### src/rtl/score_if.sv
// Two-team scoreboard bus: pushbutton events in, BCD scores and game status out.
interface score_if;
  logic       a_up_i;
  logic       a_down_i;
  logic       b_up_i;
  logic       b_down_i;
  logic       clear_i;
  logic [3:0] score_a_tens_o;
  logic [3:0] score_a_ones_o;
  logic [3:0] score_b_tens_o;
  logic [3:0] score_b_ones_o;
  logic       game_over_o;
  logic [1:0] winner_o;
  logic       update_o;

  // Upstream side: button processors / game control
  modport master (
    output a_up_i, a_down_i, b_up_i, b_down_i, clear_i,
    input  score_a_tens_o, score_a_ones_o, score_b_tens_o, score_b_ones_o,
    input  game_over_o, winner_o, update_o
  );

  // Score keeper side
  modport slave (
    input  a_up_i, a_down_i, b_up_i, b_down_i, clear_i,
    output score_a_tens_o, score_a_ones_o, score_b_tens_o, score_b_ones_o,
    output game_over_o, winner_o, update_o
  );
endinterface

### src/rtl/score_keeper.sv
// Two-team saturating BCD score register with win detection and change flag.
module score_keeper #(
  parameter int unsigned MAX_SCORE = 99,
  parameter int unsigned WIN_SCORE = 21
) (
  input  logic    clk_1khz,
  input  logic    rst_i,
  score_if.slave  sk
);

  localparam int unsigned VAL_W = 7;

  typedef enum logic {PLAYING, GAME_OVER} state_t;

  state_t           state;
  state_t           next_state;
  logic [3:0]       hist;          // {a_up, a_down, b_up, b_down} previous values
  logic [7:0]       score_a;       // {tens, ones}
  logic [7:0]       score_b;
  logic [7:0]       next_a;
  logic [7:0]       next_b;
  logic [1:0]       winner;
  logic [1:0]       next_winner;
  logic             update;
  logic             up_ok;
  logic             ev_au, ev_ad, ev_bu, ev_bd;
  logic             win_a, win_b;

  function automatic logic [VAL_W-1:0] bcd_value(input logic [7:0] s);
    return VAL_W'(s[7:4]) * VAL_W'(10) + VAL_W'(s[3:0]);
  endfunction

  // One BCD step; simultaneous up/down cancels, both ends saturate
  function automatic logic [7:0] bcd_step(input logic [7:0] s, input logic up, input logic dn);
    logic [VAL_W-1:0] v;
    logic [7:0]       r;
    v = bcd_value(s);
    r = s;
    if (up && !dn && (v < VAL_W'(MAX_SCORE))) begin
      if (s[3:0] == 4'd9) r = {s[7:4] + 4'd1, 4'd0};
      else                r = {s[7:4], s[3:0] + 4'd1};
    end else if (dn && !up && (v != VAL_W'(0))) begin
      if (s[3:0] == 4'd0) r = {s[7:4] - 4'd1, 4'd9};
      else                r = {s[7:4], s[3:0] - 4'd1};
    end
    return r;
  endfunction

  // Rising-edge events, next scores and next game status
  always_comb begin
    up_ok       = (state == PLAYING);
    ev_au       = sk.a_up_i   & ~hist[3] & up_ok;
    ev_ad       = sk.a_down_i & ~hist[2];
    ev_bu       = sk.b_up_i   & ~hist[1] & up_ok;
    ev_bd       = sk.b_down_i & ~hist[0];
    next_a      = bcd_step(score_a, ev_au, ev_ad);
    next_b      = bcd_step(score_b, ev_bu, ev_bd);
    win_a       = (bcd_value(next_a) >= VAL_W'(WIN_SCORE));
    win_b       = (bcd_value(next_b) >= VAL_W'(WIN_SCORE));
    next_state  = state;
    next_winner = winner;
    case (state)
      PLAYING: begin
        if (win_a || win_b) begin
          next_state  = GAME_OVER;
          next_winner = {win_b, win_a};
        end
      end
      GAME_OVER: begin
        if (!win_a && !win_b) begin
          next_state  = PLAYING;
          next_winner = 2'b00;
        end else begin
          next_winner = {win_b, win_a};
        end
      end
      default: begin
        next_state  = PLAYING;
        next_winner = 2'b00;
      end
    endcase
  end

  // State, scores, history and status registers; reset beats clear beats events
  always_ff @(posedge clk_1khz) begin
    if (rst_i) begin
      state   <= PLAYING;
      hist    <= 4'b0000;
      score_a <= 8'h00;
      score_b <= 8'h00;
      winner  <= 2'b00;
      update  <= 1'b0;
    end else begin
      hist <= {sk.a_up_i, sk.a_down_i, sk.b_up_i, sk.b_down_i};
      if (sk.clear_i) begin
        state   <= PLAYING;
        score_a <= 8'h00;
        score_b <= 8'h00;
        winner  <= 2'b00;
        update  <= 1'b0;
      end else begin
        state   <= next_state;
        score_a <= next_a;
        score_b <= next_b;
        winner  <= next_winner;
        update  <= (next_a != score_a) || (next_b != score_b);
      end
    end
  end

  assign sk.score_a_tens_o = score_a[7:4];
  assign sk.score_a_ones_o = score_a[3:0];
  assign sk.score_b_tens_o = score_b[7:4];
  assign sk.score_b_ones_o = score_b[3:0];
  assign sk.game_over_o    = (state == GAME_OVER);
  assign sk.winner_o       = winner;
  assign sk.update_o       = update;

endmodule
### src/flat_wrapper.sv
// flat-port wrapper written by rule: the top's interface ports become plain ports
module score_keeper_flat 
#(
  parameter int unsigned MAX_SCORE = 99,
  parameter int unsigned WIN_SCORE = 21
)
  (clk_1khz, rst_i, sk_a_up_i, sk_a_down_i, sk_b_up_i, sk_b_down_i, sk_clear_i, sk_score_a_tens_o, sk_score_a_ones_o, sk_score_b_tens_o, sk_score_b_ones_o, sk_game_over_o, sk_winner_o, sk_update_o);
  score_if sk_i ();
  input  logic clk_1khz;
  input  logic rst_i;
  input wire logic [$bits(sk_i.a_up_i)-1:0] sk_a_up_i;
  input wire logic [$bits(sk_i.a_down_i)-1:0] sk_a_down_i;
  input wire logic [$bits(sk_i.b_up_i)-1:0] sk_b_up_i;
  input wire logic [$bits(sk_i.b_down_i)-1:0] sk_b_down_i;
  input wire logic [$bits(sk_i.clear_i)-1:0] sk_clear_i;
  output wire logic [$bits(sk_i.score_a_tens_o)-1:0] sk_score_a_tens_o;
  output wire logic [$bits(sk_i.score_a_ones_o)-1:0] sk_score_a_ones_o;
  output wire logic [$bits(sk_i.score_b_tens_o)-1:0] sk_score_b_tens_o;
  output wire logic [$bits(sk_i.score_b_ones_o)-1:0] sk_score_b_ones_o;
  output wire logic [$bits(sk_i.game_over_o)-1:0] sk_game_over_o;
  output wire logic [$bits(sk_i.winner_o)-1:0] sk_winner_o;
  output wire logic [$bits(sk_i.update_o)-1:0] sk_update_o;
  assign sk_i.a_up_i = sk_a_up_i;
  assign sk_i.a_down_i = sk_a_down_i;
  assign sk_i.b_up_i = sk_b_up_i;
  assign sk_i.b_down_i = sk_b_down_i;
  assign sk_i.clear_i = sk_clear_i;
  assign sk_score_a_tens_o = sk_i.score_a_tens_o;
  assign sk_score_a_ones_o = sk_i.score_a_ones_o;
  assign sk_score_b_tens_o = sk_i.score_b_tens_o;
  assign sk_score_b_ones_o = sk_i.score_b_ones_o;
  assign sk_game_over_o = sk_i.game_over_o;
  assign sk_winner_o = sk_i.winner_o;
  assign sk_update_o = sk_i.update_o;
  score_keeper #(.MAX_SCORE(MAX_SCORE), .WIN_SCORE(WIN_SCORE)) u_core (.clk_1khz(clk_1khz), .rst_i(rst_i), .sk(sk_i));
endmodule
### config.mk
export PLATFORM = sky130hd
export DESIGN_NAME = score_keeper_flat
export DESIGN_NICKNAME = d
export VERILOG_FILES = /design/src/rtl/score_if.sv /design/src/rtl/score_keeper.sv /design/src/flat_wrapper.sv
export SDC_FILE = /design/constraint.sdc
export NUM_CORES = 1
export LEC_CHECK = 0
export CORE_ASPECT_RATIO = 0.9
export CORE_MARGIN = 3
export CORE_UTILIZATION = 34
export CTS_BUF_LIST = sky130_fd_sc_hd__clkbuf_16
export DETAILED_ROUTE_END_ITERATION = 8
export GPL_TIMING_DRIVEN = 0
export PLACE_DENSITY = 0.48
export SLEW_MARGIN = 10
export SYNTH_ARGS = -nofsm -noshare
export SYNTH_HDL_FRONTEND = slang
export SYNTH_SLANG_ARGS = --single-unit
### constraint.sdc
create_clock -name clk_1khz -period 5.8 [get_ports clk_1khz]
set_input_delay 0.87 -clock clk_1khz [delete_from_list [all_inputs] [get_ports clk_1khz]]
set_output_delay 0.87 -clock clk_1khz [all_outputs]
set_load 0.02 [all_outputs]
# After elaboration in Yosys (flattened, before gate mapping)
# Index checks and enable logic that the tools add are counted.
# totals
ff_bits	24
inputBits	7
output_inout_bits	20
word_cells	78
# classes
addsub	12
n_mul	4
magnitude_cmp	4
eq_ne	5
mux	14
bitwise	11
reduce_logical	22
# op_table
cell	count
$mux W8	8
$add A7 B4 Y7	4
$mul A4 B3 Y6 const B	4
$add A4 B1 Y4 const B	4
$ne A8 B8 Y1	2
$sub A4 B1 Y4 const B	4
$ge A7 B5 Y1 const B	2
$lt A7 B7 Y1 const B	2
$reduce_bool A7 Y1	2
$logic_and A1 B1 Y1	9
$eq A4 B4 Y1 const B	2
$logic_not A4 Y1	2
$and A1 B1 Y1	6
$logic_not A1 Y1	6
$not A1 Y1	5
$mux W2	2
$pmux W2 S2	1
$logic_or A1 B1 Y1	2
$mux W1	2
$ne A2 B2 Y1 const B	1
$pmux W1 S2	1
$reduce_or A2 Y1	1

# Logic depth before layout (Yosys ltp)
# Gate-level depths: netlist of run 1.
# logic_depth
depth_word	15
depth_mapped	25
mapped_depth_nobuf	25

# Worst setup path after synthesis of run 1
# No wires, ideal clock.
# synth_timing
path_kind	register to register
startpoint	register u_core.score_a[5]
endpoint	register u_core.state, in the netlist u_core.sk.game_over_o
setup_ns	0.119
arrival_time_ns	5.124
required_time_ns	5.681
slack_ns	0.558
stages_incl_launch_ff	24
path_buffers	0
synth_period_minus_slack_ns	5.242
cell_sequence	dfxtp_1 ha_1 ha_1 inv_1 fa_1 nor2b_1 a31oi_1 o22a_1 a211o_1 nor2_1 nor2_1 a31oi_1 o22ai_1 a21oi_1 xnor2_1 ha_1 inv_1 fa_1 nor3b_1 xor2_1 xnor2_1 o211ai_1 nand2b_1 o221a_1
# synth_via
elab_chain_cells	13
elab_cells_between_ends	21
classes_between	4 x add/sub; 2 x mul; 2 x order compare; 7 x mux; 6 x reduce/logical
# synth_lines
item	line	source
from (decl)	score_keeper.sv:18	logic [7:0] score_a;
from (signal assigned)	score_keeper.sv:103	score_a <= next_a;
branches (longest 5 deep; another with $add A7 B4 Y7)	-	
$mux W8 *	score_keeper.sv:39	if (up && !dn && (v < VAL_W'(MAX_SCORE))) begin
via u_core.next_a[5]	score_keeper.sv:20	logic [7:0] next_a;
$mul A4 B3 Y6 *	score_keeper.sv:30	return VAL_W'(s[7:4]) * VAL_W'(10) + VAL_W'(s[3:0]);
$add A7 B4 Y7 *	score_keeper.sv:30	
$ge A7 B5 Y1 *	score_keeper.sv:58	win_a = (bcd_value(next_a) >= VAL_W'(WIN_SCORE));
$logic_not A1 Y1	score_keeper.sv:70	if (!win_a && !win_b) begin
$logic_and A1 B1 Y1	score_keeper.sv:70	
$mux W1	score_keeper.sv:70	
$pmux W1 S2 *	score_keeper.sv:62	case (state)
to (signal assigned)	score_keeper.sv:102	state <= next_state;
to (decl)	score_keeper.sv:15	state_t state;
# Mark *: on every way through the listed nets, which the timed path passes.
# A chain may end at the register's enable or synchronous reset.

# Worst setup path in the final report of run 1
# layout_timing
startpoint	register u_core.score_a[5]
endpoint	register u_core.state, in the netlist u_core.sk.game_over_o
# layout_via
elab_chain_cells	13
elab_cells_between_ends	21
classes_between	4 x add/sub; 2 x mul; 2 x order compare; 7 x mux; 6 x reduce/logical
# layout_lines
item	line
branches (longest 5 deep; another with $add A7 B4 Y7)	-
$mux W8 *	score_keeper.sv:39
$mul A4 B3 Y6	score_keeper.sv:30
$add A7 B4 Y7 *	score_keeper.sv:30
$ge A7 B5 Y1 *	score_keeper.sv:58
$logic_not A1 Y1	score_keeper.sv:70
$logic_and A1 B1 Y1	score_keeper.sv:70
$mux W1	score_keeper.sv:70
$pmux W1 S2 *	score_keeper.sv:62
# Mark *: on every way between the ends.

==> results of run 1 <==
==> critical path: cells and delay by family (launching register included) <==
kind | cells | cell delay, ps
muxes | 1 | 300
buffers and inverters | 2 | 120
adders and majority gates | 5 | 1550
and+or+nand+nor | 7 | 1200
DFF | 1 | 480
AOI/OAI and AO/OA | 4 | 960
xor gates and xnor gates | 3 | 650
==> path summary, 6_finish.rpt <==
kind | end | slack [ps] | start | depth (start not counted)
min | u_core.sk.winner_o[0] | 520 | u_core.sk.winner_o[0] | 2
min reg2reg | u_core.sk.winner_o[0] | 520 | u_core.sk.winner_o[0] | 2
max | u_core.sk.game_over_o | 440 | u_core.score_a[5] | 22
max reg2reg | u_core.sk.game_over_o | 440 | u_core.score_a[5] | 22
==> routing by layer <==
layer,part of all wire (%),global-route usage (%)
met1,58,24.09
met2,37,20.61
met3,3.9,2.389
met4,0.88,2.893
met5,0,0
==> state kept, by name, summed over array words and instances (netlist names) <==
name,count
u_core.sk.game_over_o,1
u_core.sk.winner_o,2
u_core.score_b,8
u_core.sk.update_o,1
u_core.hist,4
u_core.score_a,8
==> cells in the final DEF, fill, tap and decap left out, types with 3 or more instances in the layout <==
cell              n
clkbuf_1          7
o211ai_1          3
nor3b_1           3
or4_1             3
clkdlybuf4s50_1  26
and2_1           11
nand4_1           3
xor2_1            6
nor2b_1           8
nand3_1           9
dfxtp_1          23
ha_1             25
and3_1            3
a211oi_1          6
a21oi_1          12
or2_2             3
mux2i_1           3
o21ai_0           9
nor3_1            7
nor2_1           33
fa_1              6
inv_1            19
clkbuf_16         3
a31oi_1           3
a211o_1           4
nand2_1          17
nand2b_1          7
a21o_1            8
xnor2_1          16
==> cells in the mapped netlist, drive strengths merged, types with 8 or more instances <==
master	number	area share (%)
dfxtp	24	19
nand3	9	1.8
and2	11	2.7
nand2	17	2.5
nor2	34	5.0
xnor2	17	5.8
nor2b	8	2.0
ha	25	12
inv	19	2.8
a21o	8	2.4
o21ai	11	2.2
a21oi	14	2.9
==> kinds of logic (layout without fill, tap and decap cells) <==
family,count (synthesis),count (layout),synth area share (%)
AO/OA/AOI/OAI,76,76,22.55
XOR/XNOR,25,25,9.706
adder cells (fa/ha/maj),32,32,17.40
buffers and inverters,29,59,4.510
flip-flops,24,24,18.82
multiplexers,5,5,2.059
AND/OR/NAND/NOR,120,120,24.95
==> area by class of cell <==
type,instances,area (um2)
buffer,10,43.79
fill,750,4140
timing repair buffer,26,260.3
multi-input combinational,258,1992
inverter,19,71.32
clock buffer,3,75.07
sequential,24,481.7
tap,93,116.4
clock inverter,1,3.754
==> repair_timing <==
item,CTS,global route
endpoints found under the hold margin,0,0
resized for setup,1,7
setup buffers,0,0
endpoints found under the setup margin,1,3
==> per-stage QoR <==
step	total power (W)	hold slack, ps	area [um2]	utilization, %	TNS, ps
5_1_grt	0.0005919	533.9	3044	42.37	0
3_5_place_dp	0.0003972	511.0	2929	40.77	-8.911
6_report	0.0005534	518.4	3044	42.37	0
3_3_place_gp	0.0003982	511.4	2929	40.77	-34.15
2_1_floorplan	0.0003439	577.1	2552	-	0
4_1_cts	0.0005521	523.3	3012	41.92	0
==> report_power, final <==
group	switching, W	internal (W)	total (W)
Clock	0.0000614	0.0000923	0.000154
Combinational	0.000122	0.0000947	0.000217
Sequential	0.00000985	0.000173	0.000183
==> impl_results.md, run 1 <==
- Avg Vias per Cell: 5.276
- EDFF count, synth: 0
- Avg Cell Area, Syn: 8.207 um2
- Gpl congestion: 0.7940
- Fin. Hold Viols: 0
- GRT Util Overall: 14.96%
- Max Fanout on Critical Path: 11
- Post-synth design cell area: 2552 um2
- H-tree levels: 1
- Vias in the first global route: 2,108
- Register area share after synthesis: 18.82%
- Die W: 97.33 um
- Syn Nets: 349
- Final Worst Setup Slack: 436.0 ps
- CTS tree: built
- FMAX: 186.4 MHz
- Gr ovfl total: 0
- Lkg Pwr: 1.227 nW
- Maximum VDD drop: 0.09885 mV
- Crit path cell chain: ha_1 > ha_1 > inv_1 > fa_1 > or3_1 > a211oi_1 > a211o_1 > nor2_2 > mux2_2 > nand2_1 > nor2_1 > xnor2_2 > nor2_1 > ha_1 > inv_1 > fa_1 > nor3b_1 > xor2_1 > xnor2_1 > o211ai_1 > nand2b_1 > o221a_1
- IO Pins: 27
- Final setup vio count: 0
- Worst Setup Start Kind: flop
- Setup crit end kind: flop
- DRT iter0 DRCs: 180
- Gate Count Post-Synth: 311
- Clk_lat worst skew: 260 ps
- Core area: 7184 um2
- Initial antenna violation count: 0
- Slew headroom: 56.84%
- FF+latch count, synth: 24
- Max-cap viol count: 0
- Least-Margin Pin Slew: 641.9 ps
- Share of cells above drive strength 1: 7.331%
- Minimum clock period: 5364 ps
- Slew Limit Fails: 0
- NumNets Final: 380
- Netlist cell types: 66
- Die area: 8584 um2
- Slowest CP cell: dfxtp_2
- Cell Pwr Density: 181.8 nW/um2
- Detailed Route WL: 6274 um
- CP max stage delay: 480 ps
- Drt drc: 0
- CTS Buf Count: 3
- DR pass1 iterations: 4
- Routed len/inst: 14.46 um
- Vias: 2,290
- Final ANT Viol Nets: 0
- RSZ-0062 raised after global routing: no
- Status: finished, final reports clean
- CTS Hold Bufs: 0
- Ys async rst share: 0%
- Layout Cells excl Fill: 434
- Synth Warn #: 0
- Top FF cell, synth: dfxtp_1
- Height of the die: 88.20 um
- Rows: 29
- Initial core utilization: 35.53%
- Final clock period utilization by the worst path: 92.48%
- Placed cells: 430
- Worst EP required: 5960 ps
- Diode count: 0
- CP most frequent cell: ha_1
- Clock slew seen by the registers of the worst setup and hold paths: 70 ps
- Worst clock skew: 6.654 ps
- First-pass GRT wire length: 10,630 um
- Clk buf depth: 2
- Pin count of the biggest net entering global routing: 14
- Pre-CTS setup slack: -8.911 ps
- Worst Path Arrival: 5520 ps
- Clk root buf: clkbuf_16
- Area delta synth->final: 19.26%
- Buffers on Ports: 26
- Type of the tightest min-delay check: reg2reg
- Post-DP HPWL: 4989 um
- Setup CP Type: reg2reg
- # clock sinks: 24
(Power assumes the default switching activity.)
==> run 2: changes to the inputs <==
--- a/config.mk
+++ b/config.mk
@@ -5,7 +5,7 @@
 export SDC_FILE = /design/constraint.sdc
 export NUM_CORES = 1
 export LEC_CHECK = 0
-export CORE_ASPECT_RATIO = 0.9
+export CORE_ASPECT_RATIO = 1.25
 export CORE_MARGIN = 3
 export CORE_UTILIZATION = 34
 export CTS_BUF_LIST = sky130_fd_sc_hd__clkbuf_16
==> run 2 against run 1 <==
Against the previous run:
- clock power shrank 3%
- core utilization up 0.25 points
- hold slack worse by 8.1 ps
- largest power group unchanged
==> impl_results.md, run 2 (same netlist as run 1, synthesis figures left out) <==
- Height of the die: 102.9 um (+17%)
- GRT Util Overall: 15.17% (+0.20 points)
- Worst clock skew: 1.236 ps (-5.417 ps)
- Type of the tightest min-delay check: reg2reg
- Vias: 2,361 (+3.1%)
- Clk_lat worst skew: 250 ps (about the same)
- H-tree levels: 1 (unchanged)
- Status: finished, final reports clean
- Detailed Route WL: 6372 um (+1.6%)
- Lkg Pwr: 1.225 nW (-0.17%)
- CTS Buf Count: 3 (unchanged)
- Area delta synth->final: 18.63%
- Buffers on Ports: 26 (unchanged)
- Placed cells: 427 (-0.70%)
- Cell Pwr Density: 180.4 nW/um2 (-0.76%)
- Rows: 34 (+17%)
- Vias in the first global route: 2,293 (+8.8%)
- Hold wc startpoint: u_core.sk.winner_o[0]
- Layout Cells excl Fill: 430 (-0.92%)
- Top flop regs: u_core.score_a: 8 flops, u_core.score_b: 8 flops, u_core.hist: 4 flops
- CTS tree: built
- IO Pins: 27 (unchanged)
- Min-Delay Endpoint: u_core.sk.winner_o[0]
- FF-to-FF path depth: 22 (unchanged)
- Met3 global-route usage: 1.599% (-0.79 points)
- DR pass1 iterations: 4 (unchanged)
- GR peak layer: met2
- Area of the multi-input gates: 1983 um2 (-0.44%)
- Clk root buf: clkbuf_16
- Grt met1 use: 16.80% (-7.3 points)
- Routing usage on met2: 30.86% (+10 points)
- Setup Total Neg Slack: 0 ps (unchanged)
- DRT iter0 DRCs: 81 (-55%)
- Worst Setup Start Kind: flop
- Max-cap viol count: 0 (unchanged)
- Final clock period utilization by the worst path: 92.89% (+0.41 points)
- Hold path depth: 2 (unchanged)
- Setup CP Type: reg2reg
- Maximum VDD drop: 0.1179 mV (+19%)
- Initial antenna violation count: 0 (unchanged)
- Slew Limit Fails: 0 (unchanged)
- Clock slew seen by the registers of the worst setup and hold paths: 60 ps (about the same)
- Least-Margin Pin Slew: 652.4 ps (+10.51 ps)
- Most frequent cells in the layout: nor2_1, clkdlybuf4s50_1, ha_1
- Routed len/inst: 14.82 um (+2.5%)
- Minimum clock period: 5388 ps (+23.66 ps)
- Layout fillers: 749 (-0.13%)
- FMAX: 185.6 MHz (-0.44%)
- Worst EP required: 6000 ps (+40 ps)
- Diode count: 0 (unchanged)
- Core area: 7104 um2 (-1.1%)
- Pin count of the biggest net entering global routing: 13 (-1)
- Fin. Hold Viols: 0 (unchanged)
- First-pass GRT wire length: 10,740 um (+1.0%)
- RSZ-0062 raised after global routing: no
- Clk buf depth: 2 (unchanged)
- Max Fanout on Critical Path: 11 (unchanged)
- Avg Vias per Cell: 5.491 (+4.1%)
- Die area: 8589 um2 (about the same)
- Final ANT Viol Nets: 0 (unchanged)
- Setup crit end kind: flop
- Die W: 83.50 um (-14%)
- Reg2reg setup slack: 410 ps (-20 ps)
- Commonest non-fill, non-tap cell in the layout: nor2_1
- Drt drc: 0 (unchanged)
- Slew headroom: 56.14% (-0.71 points)
- Gr ovfl total: 0 (unchanged)
- Share of cells above drive strength 1: 7.353% (+0.022 points)
- CTS Hold Bufs: 0 (unchanged)
- Final setup vio count: 0 (unchanged)
- Gpl congestion: 0.8360 (+5.3%)
- Initial core utilization: 35.93% (+0.40 points)
- Reg2reg start: u_core.score_a[5]
- RR Endpoint: u_core.sk.winner_o[1]
- Seq. cell area: 481.7 um2 (unchanged)
- # clock sinks: 24 (unchanged)
- CP Launch Point: u_core.score_a[5]
- Post-DP HPWL: 5173 um (+3.7%)
- Worst Path Arrival: 5590 ps (+70 ps)
- NumNets Final: 380 (unchanged)
-- run 2: worst max-delay path, cell delays in order, from the launching register on --
cell	delay [ps]
dfxtp_2	470
ha_1	280
ha_1	190
inv_1	60
fa_1	440
or3_1	400
and2_1	190
a31oi_2	320
nand2_1	160
or4_1	420
o21ai_0	120
a21oi_2	160
xnor2_1	170
ha_1	210
inv_1	70
fa_1	440
nor3b_1	260
xor2_1	200
xnor2_1	160
o211ai_1	160
and2_1	200
nand3_1	70
and4_1	180
-- run 2: worst max-delay path by stage --
stage	end	depth (start not counted)
6_report	u_core.sk.winner_o[1]	22
3_3_place_gp	u_core.sk.game_over_o	23
5_1_grt	u_core.sk.winner_o[1]	24
3_5_place_dp	u_core.sk.winner_o[1]	24
2_1_floorplan	u_core.sk.game_over_o	23
4_1_cts	u_core.sk.winner_o[1]	23
-- run 2: power by group --
part	leakage [nW]	switching [W]	internal (W)	total, W
Clock	0.0370	0.0000576	0.0000912	0.000149
Sequential	0.196	0.00000958	0.000173	0.000182
Combinational	0.992	0.000121	0.0000943	0.000215
Total	1.22	0.000188	0.000358	0.000546
-- run 2: layout make-up --
cell class,count,share of cell area (%)
timing repair buffer,26,8.595
buffer,10,1.446
inverter,19,2.355
clock buffer,3,2.479
tap,90,3.719
sequential,24,15.91
multi-input combinational,258,65.50
-- run 2: what timing repair did --
item,CTS,global route
setup endpoints to repair,2,3
resized for setup,1,6
buffers inserted,0,0
gates cloned,0,0
-- run 2: through the flow --
stage | area (um2) | worst slack [ps] | util, % | hold WS (ps) | total power, W
after floorplan | 2552 | 557.5 | - | 577.1 | 0.0003439
after global placement | 2925 | -63.42 | 41.18 | 507.6 | 0.0003984
after detailed placement | 2925 | -58.17 | 41.18 | 500.5 | 0.0003979
after CTS | 3004 | 38.80 | 42.29 | 512.1 | 0.0005499
after global routing | 3028 | 51.81 | 42.62 | 544.7 | 0.0005851
final | 3028 | 412.3 | 42.62 | 510.3 | 0.0005463
-- run 2: layer usage --
layer | vias to the layer above | part of all wire [%]
met3 | 8 | 2.1
met1 | 1130 | 44
met4 | 0 | 1.5
li1 | 1190 | -
met5 | - | 0
met2 | 33 | 52
==> run 3: changes to the inputs <==
--- a/config.mk
+++ b/config.mk
@@ -11,7 +11,7 @@
 export CTS_BUF_LIST = sky130_fd_sc_hd__clkbuf_16
 export DETAILED_ROUTE_END_ITERATION = 8
 export GPL_TIMING_DRIVEN = 0
-export PLACE_DENSITY = 0.48
+export SKIP_LAST_GASP = 1
 export SLEW_MARGIN = 10
 export SYNTH_ARGS = -nofsm -noshare
 export SYNTH_HDL_FRONTEND = slang
==> run 3 against run 2 <==
Against the previous run:
- wire length is 2.7% lower
- register-to-register slack is essentially flat
- critical path depth fell by 1
- largest cell class unchanged
- largest power group unchanged
==> impl_results.md, run 3 (same netlist as run 1, synthesis figures left out) <==
- Buffers on Ports: 26 (unchanged)
- Setup CP Type: reg2reg
- Int Power: 0.0004050 W (+13%)
- GR peak layer: met2
- Rows: 34 (unchanged)
- Avg Vias per Cell: 5.445 (-0.82%)
- Routed len/inst: 14.38 um (-3.0%)
- NumNets Final: 380 (unchanged)
- Lkg Pwr: 1.240 nW (+1.3%)
- Worst setup path end: u_core.sk.game_over_o
- # clock sinks: 24 (unchanged)
- Max-cap viol count: 0 (unchanged)
- CP most frequent cell: ha_1
- RSZ-0062 raised after global routing: no
- Max Fanout on Critical Path: 11 (unchanged)
- DRT iter0 DRCs: 92 (+14%)
- Reg2reg setup slack: 410 ps (about the same)
- Slew headroom: 54.04% (-2.1 points)
- Clk buf depth: 2 (unchanged)
- Initial antenna violation count: 0 (unchanged)
- Clock slew seen by the registers of the worst setup and hold paths: 70 ps (about the same)
- Reg2reg start: u_core.score_a[5]
- Setup crit end kind: flop
- CTS Buf Count: 3 (unchanged)
- Post-DP HPWL: 4914 um (-5.0%)
- CP max stage delay: 460 ps (about the same)
- Least-Margin Pin Slew: 683.6 ps (+31.19 ps)
- Worst Path Arrival: 5540 ps (-50 ps)
- Maximum VDD drop: 0.1085 mV (-8.0%)
- RR Endpoint: u_core.sk.game_over_o
- Pin count of the biggest net entering global routing: 15 (+2)
- Cell area after layout: 3065 um2 (+1.2%)
- Minimum clock period: 5387 ps (-0.7020 ps)
- CP top delay family: simple AND/OR/NAND/NOR gates
- Die W: 83.50 um (unchanged)
- Crit path cell chain: ha_1 > ha_1 > inv_1 > fa_1 > or3_1 > and2_1 > a31oi_2 > nand2_1 > or4_1 > o21ai_0 > a21oi_4 > xnor2_1 > ha_1 > inv_1 > fa_1 > nor3b_1 > xor2_1 > xnor2_1 > o211ai_1 > nand2b_1 > o221a_1
- Setup Total Neg Slack: 0 ps (unchanged)
- Vias: 2,347 (-0.59%)
- CP Launch Point: u_core.score_a[5]
- Cell Pwr Density: 195.9 nW/um2 (+8.6%)
- IO Pins: 27 (unchanged)
- H-tree levels: 1 (unchanged)
- Clk_lat worst skew: 260 ps (about the same)
- Type of the tightest min-delay check: reg2reg
- Top flop regs: u_core.score_a: 8 flops, u_core.score_b: 8 flops, u_core.hist: 4 flops
- First-pass GRT wire length: 10,650 um (-0.77%)
- Final ANT Viol Nets: 0 (unchanged)
- Combinational cell fraction of total power: 36.0% (-3.4 points)
- CTS tree: built
- Slew Limit Fails: 0 (unchanged)
- Final clock period utilization by the worst path: 92.88% (about the same)
- Switching share of total power: 32.57% (-1.8 points)
- GRT Util Overall: 15.10% (-0.072 points)
- DR pass1 iterations: 4 (unchanged)
- Share of cells above drive strength 1: 7.625% (+0.27 points)
- Area after DPL: 2925 um2 (unchanged)
- Worst Setup Start Kind: flop
- Post-CTS Setup Repair Bufs: 0 (unchanged)
- Routing usage on met2: 29.63% (-1.2 points)
- FMAX: 185.6 MHz (about the same)
- Final setup vio count: 0 (unchanged)
- Die area: 8589 um2 (unchanged)
- Worst EP required: 5960 ps (-40 ps)
- Switching pwr: 0.0001956 W (+4.1%)
- Height of the die: 102.9 um (unchanged)
- Gpl congestion: 0.8839 (+5.7%)
- Buffers and inverters on the worst path: 2 (unchanged)
- Gr ovfl total: 0 (unchanged)
- Fin. Hold Viols: 0 (unchanged)
- Slowest CP cell: dfxtp_2
- Grt met1 use: 17.77% (+0.97 points)
- FF-to-FF path depth: 21 (-4.5%)
- Commonest non-fill, non-tap cell in the layout: nor2_1
- Detailed Route WL: 6197 um (-2.7%)
- Diode count: 0 (unchanged)
- Initial core utilization: 35.93% (unchanged)
- Met3 global-route usage: 1.599% (unchanged)
- Worst path depth: 21 (-4.5%)
- Share of power burned in the clock network: 33.6% (+6.4 points)
- Most frequent cells in the layout: nor2_1, clkdlybuf4s50_1, ha_1
- Area delta synth->final: 20.10%
- Sequential power share: 30.4% (-3.0 points)
- Clk root buf: clkbuf_16
- Vias in the first global route: 2,315 (+0.96%)
- Core area: 7104 um2 (unchanged)
- CTS Hold Bufs: 0 (unchanged)
- Status: finished, final reports clean
- Worst clock skew: 3.835 ps (+2.599 ps)
- Drt drc: 0 (unchanged)
## run 3: changes by cell type in the layout (fill, tap and decap cells not counted), sizes merged
cell	change
bufinv	+1
## run 3: what timing repair did
| action | CTS | global route |
|---|---|---|
| endpoints found under the hold margin | 0 | 0 |
| setup endpoints to repair | 2 | 3 |
| resized for setup | 1 | 7 |
## run 3: worst min path at each step
stage	from	end	slack (ps)	depth (start not counted)
after floorplan	u_core.sk.winner_o[0]	u_core.sk.winner_o[0]	580	2
after global placement	u_core.sk.winner_o[0]	u_core.sk.winner_o[0]	530	2
after detailed placement	u_core.sk.winner_o[0]	u_core.sk.winner_o[0]	530	2
after CTS	u_core.sk.winner_o[0]	u_core.sk.winner_o[0]	540	2
after global routing	u_core.sk.winner_o[0]	u_core.sk.winner_o[0]	560	2
final	u_core.sk.winner_o[0]	u_core.sk.winner_o[0]	530	2
## run 3: power by group through the flow
stage               logic [W]  clock network, W  registers (W)
finish               0.000216          0.000202       0.000183
global route         0.000240          0.000212       0.000184
CTS                  0.000213          0.000206       0.000183
detailed placement   0.000210                 0       0.000186
global placement     0.000208                 0       0.000187
floorplan            0.000153                 0       0.000191
## run 3: tightest hold or removal path: stages, from the launching register on
cell and delay (ps):
dfxtp_1 330, nand4b_1 100, o21ai_1 60
## run 3: through the flow
| step | cells | util (%) | total power (W) | setup WS [ps] | hold WS [ps] |
|---|---|---|---|---|---|
| after global placement | 427 | 41.18 | 0.0003947 | 82.05 | 530.2 |
| after global routing | 431 | 43.15 | 0.0006360 | 15.03 | 555.6 |
| after detailed placement | 427 | 41.18 | 0.0003969 | -21.11 | 526.9 |
| after floorplan | 311 | - | 0.0003439 | 557.5 | 577.1 |
| final | 431 | 43.15 | 0.0006006 | 413.0 | 525.2 |
| after CTS | 431 | 42.71 | 0.0006018 | 50.49 | 539.7 |
## run 3: routing by layer
layer | part of all wire (%) | wire length, um
met2 | 53 | 3290
met3 | 3.5 | 218
met1 | 43 | 2643
met5 | 0 | 0
met4 | 0.71 | 44
## run 3: final cells by class
cell class,count,area (um2)
fill,710,4039
multi-input combinational,258,1991
sequential,24,481.7
timing repair buffer,26,260.3
tap,90,112.6
clock buffer,3,75.07
inverter,19,71.32
buffer,10,43.79
clock inverter,1,30.03
